[config.mk]
export PLATFORM = sky130hd
export DESIGN_NAME = keypad_matrix_responder
export DESIGN_NICKNAME = d
export VERILOG_FILES = /design/src/rtl/keypad_pkg.sv /design/src/rtl/keypad_bounce_lfsr.sv /design/src/rtl/keypad_matrix_responder.sv
export SDC_FILE = /design/constraint.sdc
export NUM_CORES = 1
export LEC_CHECK = 0
export ABC_AREA = 1
export CAP_MARGIN = 20
export CORE_MARGIN = 2
export CORE_UTILIZATION = 60
export CTS_CLUSTER_SIZE = 30
export DETAILED_ROUTE_END_ITERATION = 10
export PLACE_DENSITY_LB_ADDON = 0.08
export SYNTH_ARGS = -nofsm -noshare
export SYNTH_HDL_FRONTEND = slang
export SYNTH_SLANG_ARGS = --single-unit
[constraint.sdc]
create_clock -name clk -period 2.9 [get_ports clk]
set_clock_uncertainty 0.05 [all_clocks]
set_input_delay 0.29 -clock clk [delete_from_list [all_inputs] [get_ports clk]]
set_output_delay 0.29 -clock clk [all_outputs]
set_load 0.005 [all_outputs]
[src/rtl/keypad_pkg.sv]
// Shared types and helpers for the keypad matrix responder.
// Key code layout is {row[1:0], col[1:0]}; NO_KEY is the idle row return.
package keypad_pkg;

    typedef logic [3:0] key_code_t;

    typedef enum logic [1:0] {
        IDLE    = 2'd0,
        PRESS   = 2'd1,
        RELEASE = 2'd2
    } resp_state_t;

    localparam key_code_t NO_KEY = 4'hF;

    function automatic logic [1:0] key_row(input key_code_t k);
        return k[3:2];
    endfunction

    function automatic logic [1:0] key_col(input key_code_t k);
        return k[1:0];
    endfunction

endpackage

[src/rtl/keypad_bounce_lfsr.sv]
// Pseudo-random contact source used to emulate switch bounce.
// 16-bit Fibonacci LFSR, taps 16,14,13,11, seed 16'hACE1.
module keypad_bounce_lfsr
    import keypad_pkg::*;
(
    input  logic clk,
    input  logic reset,
    input  logic enable,
    output logic contact
);

    localparam logic [15:0] SEED = 16'hACE1;

    logic [15:0] lfsr;
    logic        fb;

    assign fb = lfsr[15] ^ lfsr[13] ^ lfsr[12] ^ lfsr[10];

    // Step the sequence once per enabled clock.
    always_ff @(posedge clk or posedge reset) begin
        if (reset) begin
            lfsr <= SEED;
        end else if (enable) begin
            lfsr <= {lfsr[14:0], fb};
        end
    end

    assign contact = lfsr[0];

endmodule

[src/rtl/keypad_matrix_responder.sv]
// Emulates a held key on a 4x4 active-low matrix for a fixed hold/release time.
// Optional switch-bounce emulation is enabled by defining KEYPAD_BOUNCE_EN.
module keypad_matrix_responder
    import keypad_pkg::*;
#(
    parameter int HOLD_CYCLES    = 2_000_000,
    parameter int RELEASE_CYCLES = 1_000_000,
    parameter int BOUNCE_CYCLES  = 50_000
) (
    input  logic       clk,
    input  logic       reset,
    input  logic [3:0] col,
    output logic [3:0] fila,
    input  logic       key_valid,
    input  logic [3:0] key_code,
    output logic       key_ready,
    output logic       busy,
    output logic       done
);

    localparam int MAX_CYCLES = (HOLD_CYCLES > RELEASE_CYCLES) ?
                                HOLD_CYCLES : RELEASE_CYCLES;
    localparam int CW = $clog2(MAX_CYCLES + 1);

    if (BOUNCE_CYCLES >= HOLD_CYCLES || BOUNCE_CYCLES >= RELEASE_CYCLES) begin : g_bad_cfg
        $error("bounce window must be shorter than hold and release");
    end

    resp_state_t state, state_n;
    logic [CW-1:0] cnt, cnt_n;
    key_code_t     key, key_n;
    logic          done_n;
    logic          hold_last;
    logic          rel_last;
    logic          key_on;
    logic          col_hit;

    assign hold_last = (cnt == CW'(HOLD_CYCLES - 1));
    assign rel_last  = (cnt == CW'(RELEASE_CYCLES - 1));

    // State, counter, latched key and done pulse registers.
    always_ff @(posedge clk or posedge reset) begin
        if (reset) begin
            state <= IDLE;
            cnt   <= '0;
            key   <= '0;
            done  <= 1'b0;
        end else begin
            state <= state_n;
            cnt   <= cnt_n;
            key   <= key_n;
            done  <= done_n;
        end
    end

    // Next-state: accept in IDLE, time the press, then time the release.
    always_comb begin
        state_n = state;
        cnt_n   = cnt;
        key_n   = key;
        done_n  = 1'b0;
        unique case (state)
            IDLE: begin
                if (key_valid) begin
                    key_n   = key_code;
                    cnt_n   = '0;
                    state_n = PRESS;
                end
            end
            PRESS: begin
                if (hold_last) begin
                    cnt_n   = '0;
                    state_n = RELEASE;
                end else begin
                    cnt_n = cnt + 1'b1;
                end
            end
            RELEASE: begin
                if (rel_last) begin
                    cnt_n   = '0;
                    state_n = IDLE;
                    done_n  = 1'b1;
                end else begin
                    cnt_n = cnt + 1'b1;
                end
            end
            default: begin
                state_n = IDLE;
                cnt_n   = '0;
            end
        endcase
    end

`ifdef KEYPAD_BOUNCE_EN
    logic lfsr_bit;
    logic in_window;

    keypad_bounce_lfsr u_bounce (
        .clk     (clk),
        .reset   (reset),
        .enable  (1'b1),
        .contact (lfsr_bit)
    );

    assign in_window = (cnt < CW'(BOUNCE_CYCLES));

    // Contact chatters at the start of both press and release.
    always_comb begin
        key_on = 1'b0;
        if (state == PRESS) begin
            key_on = in_window ? lfsr_bit : 1'b1;
        end else if (state == RELEASE) begin
            key_on = in_window & lfsr_bit;
        end
    end
`else
    assign key_on = (state == PRESS);
`endif

    // The switch closes the row only while its column is driven low.
    assign col_hit = ~col[key_col(key)];
    assign fila    = (key_on && col_hit) ? ~(4'b0001 << key_row(key)) : NO_KEY;

    assign key_ready = (state == IDLE);
    assign busy      = (state == PRESS) || (state == RELEASE);

endmodule
Word level (Yosys, flattened, before mapping)

Cells that the tools add are included.

Flip-flop bits (word level): 28
Output and inout bits: 7

Add/sub/neg operators: 1
$lt $le $gt $ge: 1
Eq/ne operators: 7
Shift operators: 1
Mux-type cells: 13
Bitwise operators: 2
Reduce and logical (&&, ||, !) cells: 5

Operator list:

| kind                    | count |
|---|---|
| $mux W21                | 3 |
| $pmux W21 S3            | 1 |
| $add A21 B1 Y21 const B | 1 |
| $eq A21 B20 Y1 const B  | 1 |
| $eq A21 B21 Y1 const B  | 1 |
| $mux W2                 | 3 |
| $ne A2 B2 Y1 const B    | 3 |
| $pmux W2 S3             | 1 |
| $mux W4                 | 1 |
| $not A4 Y4              | 1 |
| $shl A1 B2 Y4 const A   | 1 |
| $lt A2 B3 Y1 const B    | 1 |
| $mux W1                 | 3 |
| $reduce_and A3 Y1       | 1 |
| $bmux W1 S2             | 1 |
| $eq A2 B1 Y1 const B    | 1 |
| $eq A2 B2 Y1 const B    | 1 |
| $logic_not A2 Y1        | 1 |
| $reduce_and A2 Y1       | 1 |
| $logic_and A1 B1 Y1     | 1 |
| $logic_or A1 B1 Y1      | 1 |
| $not A1 Y1              | 1 |

Depth between registers and ports, before layout

Word-level depth: 5
Depth in mapped cells: 11
Gate-level depth less buffers: 11

Least setup slack after synthesis

Ideal clock, no wire load.

Kind: register -> register
Start point: register cnt[0]
End point: register cnt[8]
Setup time: 118 ps
Arrival time: 1360 ps
Required time: 2732 ps
Path slack: 1372 ps
Cell stages (with the launch flop): 12
Cells stage by stage: dfrtp_1 ha_1 nand2_2 inv_2 nand2_1 nor2_1 nand3_1 nand2_2 nand2_4 buf_6 nand3b_1 nand2_1

Cells in the longest elaborated chain, start to end: 3
Elaborated cells between the ends (all ways): 6
Those cells by class: add/sub (1); eq/ne (2); mux (3)

Ends and longest elaborated chain:

| item                                    | line                                                         | source |
|---|---|---|
| start: declaration                      | keypad_matrix_responder.sv:30                                | `logic [CW-1:0] cnt, cnt_n;` |
| start signal: assignment                | keypad_matrix_responder.sv:50                                | `cnt <= cnt_n;` |
| $add A21 B1 Y21 (tied with other cells) | keypad_matrix_responder.sv:75, keypad_matrix_responder.sv:84 |  |
| $mux W21, on equally long branches      | keypad_matrix_responder.sv:79, keypad_matrix_responder.sv:71 |  |
| $pmux W21 S3 *                          | keypad_matrix_responder.sv:62                                | `unique case (state)` |

Mark *: on every way between the ends. The rest lies on a longest branch, timed or not.
A chain may end at the register's enable or synchronous reset.

Worst setup path after layout

Start point: register state[1]
End point: output fila[1]

Cells in the longest elaborated chain, start to end: 3

Ends and longest elaborated chain:

| item                     | line                           | source |
|---|---|---|
| start: declaration       | keypad_matrix_responder.sv:29  | `resp_state_t state, state_n;` |
| start signal: assignment | keypad_matrix_responder.sv:49  | `state <= state_n;` |
| $eq A2 B1 Y1             | keypad_matrix_responder.sv:117 | `assign key_on = (state == PRESS);` |
| $logic_and A1 B1 Y1      | keypad_matrix_responder.sv:122 | `assign fila = (key_on && col_hit) ? ~(4'b0001 << key_row(key)) : NO_KEY;` |
| $mux W4                  | keypad_matrix_responder.sv:122 |  |
| end: declaration         | keypad_matrix_responder.sv:13  | `output logic [3:0] fila,` |

No other way between the ends.

==> flow_metrics.tcl <==
set metrics [dict create \
    via_per_inst 5.13 \
    ant_nets 0 \
    finalHoldViolations 0 \
    cts_resized 0 \
    htreeDepth 1 \
    grt_max_degree 29 \
    place.gp.congestion 0.893 \
    io_buffers 17 \
    yosys_warnings 0 \
    die_h_um 60.1 \
    antenna_cells 0 \
    setup_tns_ps 0 \
    drtPass1Iterations 4 \
    die_w_um 60.1 \
    io_pins 18 \
    min_path_type "input port to async pin" \
    fillerInstances 239 \
    cts.clk_slew.worst_paths_ps 160 \
    timing_worst_setup_path_type "flip-flop to output pin" \
    cts.sinks 28 \
    min_period_ps 2250 \
    cts-root-buf "clkbuf_4" \
    tightest_slew_ps 354 \
    hold_buffers 0 \
    p_leak_uw 0.00106 \
    nets 315 \
    netlist_instances 282 \
    core-area_um2 3030 \
    clk_path_buf_depth 2 \
    syn_area_um2 1890 \
    overflow 0 \
    die_area_um2 3610 \
    grt_pass1_vias 1473 \
    drc 0 \
    status "completed" \
    slowest_stage "clkdlybuf4s50_1" \
    antenna_found_initial 0 \
    detailed_place.area_um2 2100 \
    path_delay_family "buffers and inverters" \
    ys_ff_latch 28 \
    crit_chain "inv_1 -> ha_1 -> o221ai_1 -> nor2_1 -> nand2_1 -> clkdlybuf4s50_1" \
    start_util 0.624 \
    crit_arrival_ps 1910 \
    finalCritPeriodShare 0.777 \
    grt_pass1_wl_um 6620 \
    syn_to_final_growth_pct 14.0 \
    drv_cap 0 \
    slowest_delay_ps 450 \
    seq_area_frac_synth 0.371 \
    drt_iter0_drc 83 \
    syn_area_per_cell_um2 6.70 \
    grt_usage 0.240 \
    setup_viol 0 \
    ys_types 24 \
    power_density_nw_per_um2 559 \
    drive_gt1_frac 0.0702 \
    vias 1761 \
    r2r_slack_ps 1090 \
    clk_latency_ps 330 \
    hpwl_um 2970 \
    crit_fanout 4 \
    fmax_ghz 0.444 \
    slew_headroom 0.763 \
    drt_wl_total_um 4020 \
    post_cts_buffers 0 \
    stdcell_area_um2 2150 \
    maxSlewViolCount 0 \
    detail_route.wl_per_cell_um 11.7 \
    critPathLaunchType "flip-flop" \
    peakVddDrop_uv 354 \
    tritoncts "built" \
    cts_inserted_buffers 3 \
    crit_required_ps 2560 \
    mappedNetlistNets 297 \
    critPathBufInv 2 \
    core.rowCount 20 \
    grt_setup_unrepaired "false" \
    end_kind "output pin" \
]
==> where the power goes <==
group	switching (uW)	total [uW]	internal, uW
Combinational	308	481	173
Clock	119	259	140
Sequential	28.7	463	435
==> stage by stage <==
stage	cells	hold WS [ps]	utilization	power [uW]	setup slack (ps)
6_report	343	241	0.711	1200	646
3_5_place_dp	339	448	0.693	952	835
5_1_grt	343	273	0.711	1290	481
2_1_floorplan	282	305	-	789	1370
3_3_place_gp	339	441	0.693	943	882
4_1_cts	343	259	0.711	1210	633
==> Yosys cell counts <==
library cell  count  area share
nand2_1          96        0.19
nor4_1            2      0.0066
a21oi_1           1      0.0026
clkbuf_1          2      0.0040
nand2_2           5       0.017
nand3_1          31       0.082
ha_1              4       0.027
nor2_4            1      0.0060
buf_6             1      0.0060
nor2_2            2      0.0066
dfrtp_1          28        0.37
nor3_2            2       0.011
nand4_1           7       0.023
o21ai_0           9       0.024
inv_2             2      0.0040
buf_2             5       0.013
nor3_1            2      0.0053
nand3b_1          5       0.020
nor2_1           35       0.070
xor2_1            6       0.028
inv_1            32       0.064
o221ai_1          2      0.0093
xnor2_1           1      0.0046
nand2_4           1      0.0060
==> cell type report <==
| class | count | area, um^2 | area share |
|---|---|---|---|
| clock inverter | 1 | 30.0 | 0.0140 |
| tap | 44 | 55.1 | 0.0256 |
| clock buffer | 3 | 22.5 | 0.0105 |
| multi-input combinational | 212 | 1020 | 0.472 |
| sequential | 28 | 701 | 0.326 |
| inverter | 34 | 128 | 0.0593 |
| timing repair buffer | 21 | 200 | 0.0930 |
==> placed cells by master, fill, tap and decap left out <==
| master | n |
|---|---|
| nand2_1 | 96 |
| nor2_1 | 35 |
| inv_1 | 32 |
| nand3_1 | 31 |
| dfrtp_1 | 28 |
| clkdlybuf4s50_1 | 17 |
| o21ai_0 | 9 |
| nand4_1 | 7 |
| xor2_1 | 6 |
| nand2_2 | 5 |
| nand3b_1 | 5 |
| ha_1 | 4 |
| buf_4 | 4 |
| clkbuf_4 | 3 |
| o221ai_1 | 2 |
| nor3_2 | 2 |
| inv_2 | 2 |
| nor2_2 | 2 |
| nor4_1 | 2 |
| nor3_1 | 2 |
| nand2_4 | 1 |
| nor2_4 | 1 |
| xnor2_1 | 1 |
| a21oi_1 | 1 |
| bufinv_16 | 1 |
==> flip-flops by register name (all words and copies together) (netlist names) <==
signal  count
state       2
done        1
cnt        21
key         4
==> worst min-delay path, cell delays in order <==
cell and delay (ps):
clkdlybuf4s50_1 400, inv_1 50, buf_4 320
==> layer usage <==
| layer | vias to the layer above | global-route usage | wire [um] |
|---|---|---|---|
| li1 | 921 | - | - |
| met1 | 786 | 0.355 | 1890 |
| met2 | 50 | 0.379 | 1830 |
| met3 | 4 | 0.0195 | 255 |
| met4 | 0 | 0.0571 | 42 |
| met5 | - | 0 | 0 |
==> cells by family (layout without fill, tap and decap cells) <==
logic type / Yosys count / after routing / share of synthesized area
AND/OR/NAND/NOR: 189 / 189 / 0.443
buffers and inverters: 42 / 59 / 0.0908
flip-flops: 28 / 28 / 0.371
AO/OA/AOI/OAI: 12 / 12 / 0.0358
XOR/XNOR: 7 / 7 / 0.0325
adder cells (fa/ha/maj): 4 / 4 / 0.0265
==> final timing paths <==
| path | cells after the start | end | start |
|---|---|---|---|
| worst max-delay path | 6 | fila[1] | state[1] |
| min in group clk | 3 | key[2] | key_code[2] |
| worst min register to register | 2 | state[1] | state[1] |
| worst min-delay path | 3 | cnt[0] | reset |
| max in group asynchronous | 3 | cnt[15] | reset |
| worst max register to register | 10 | cnt[3] | cnt[0] |
Power figures use the tool's default switching activity.
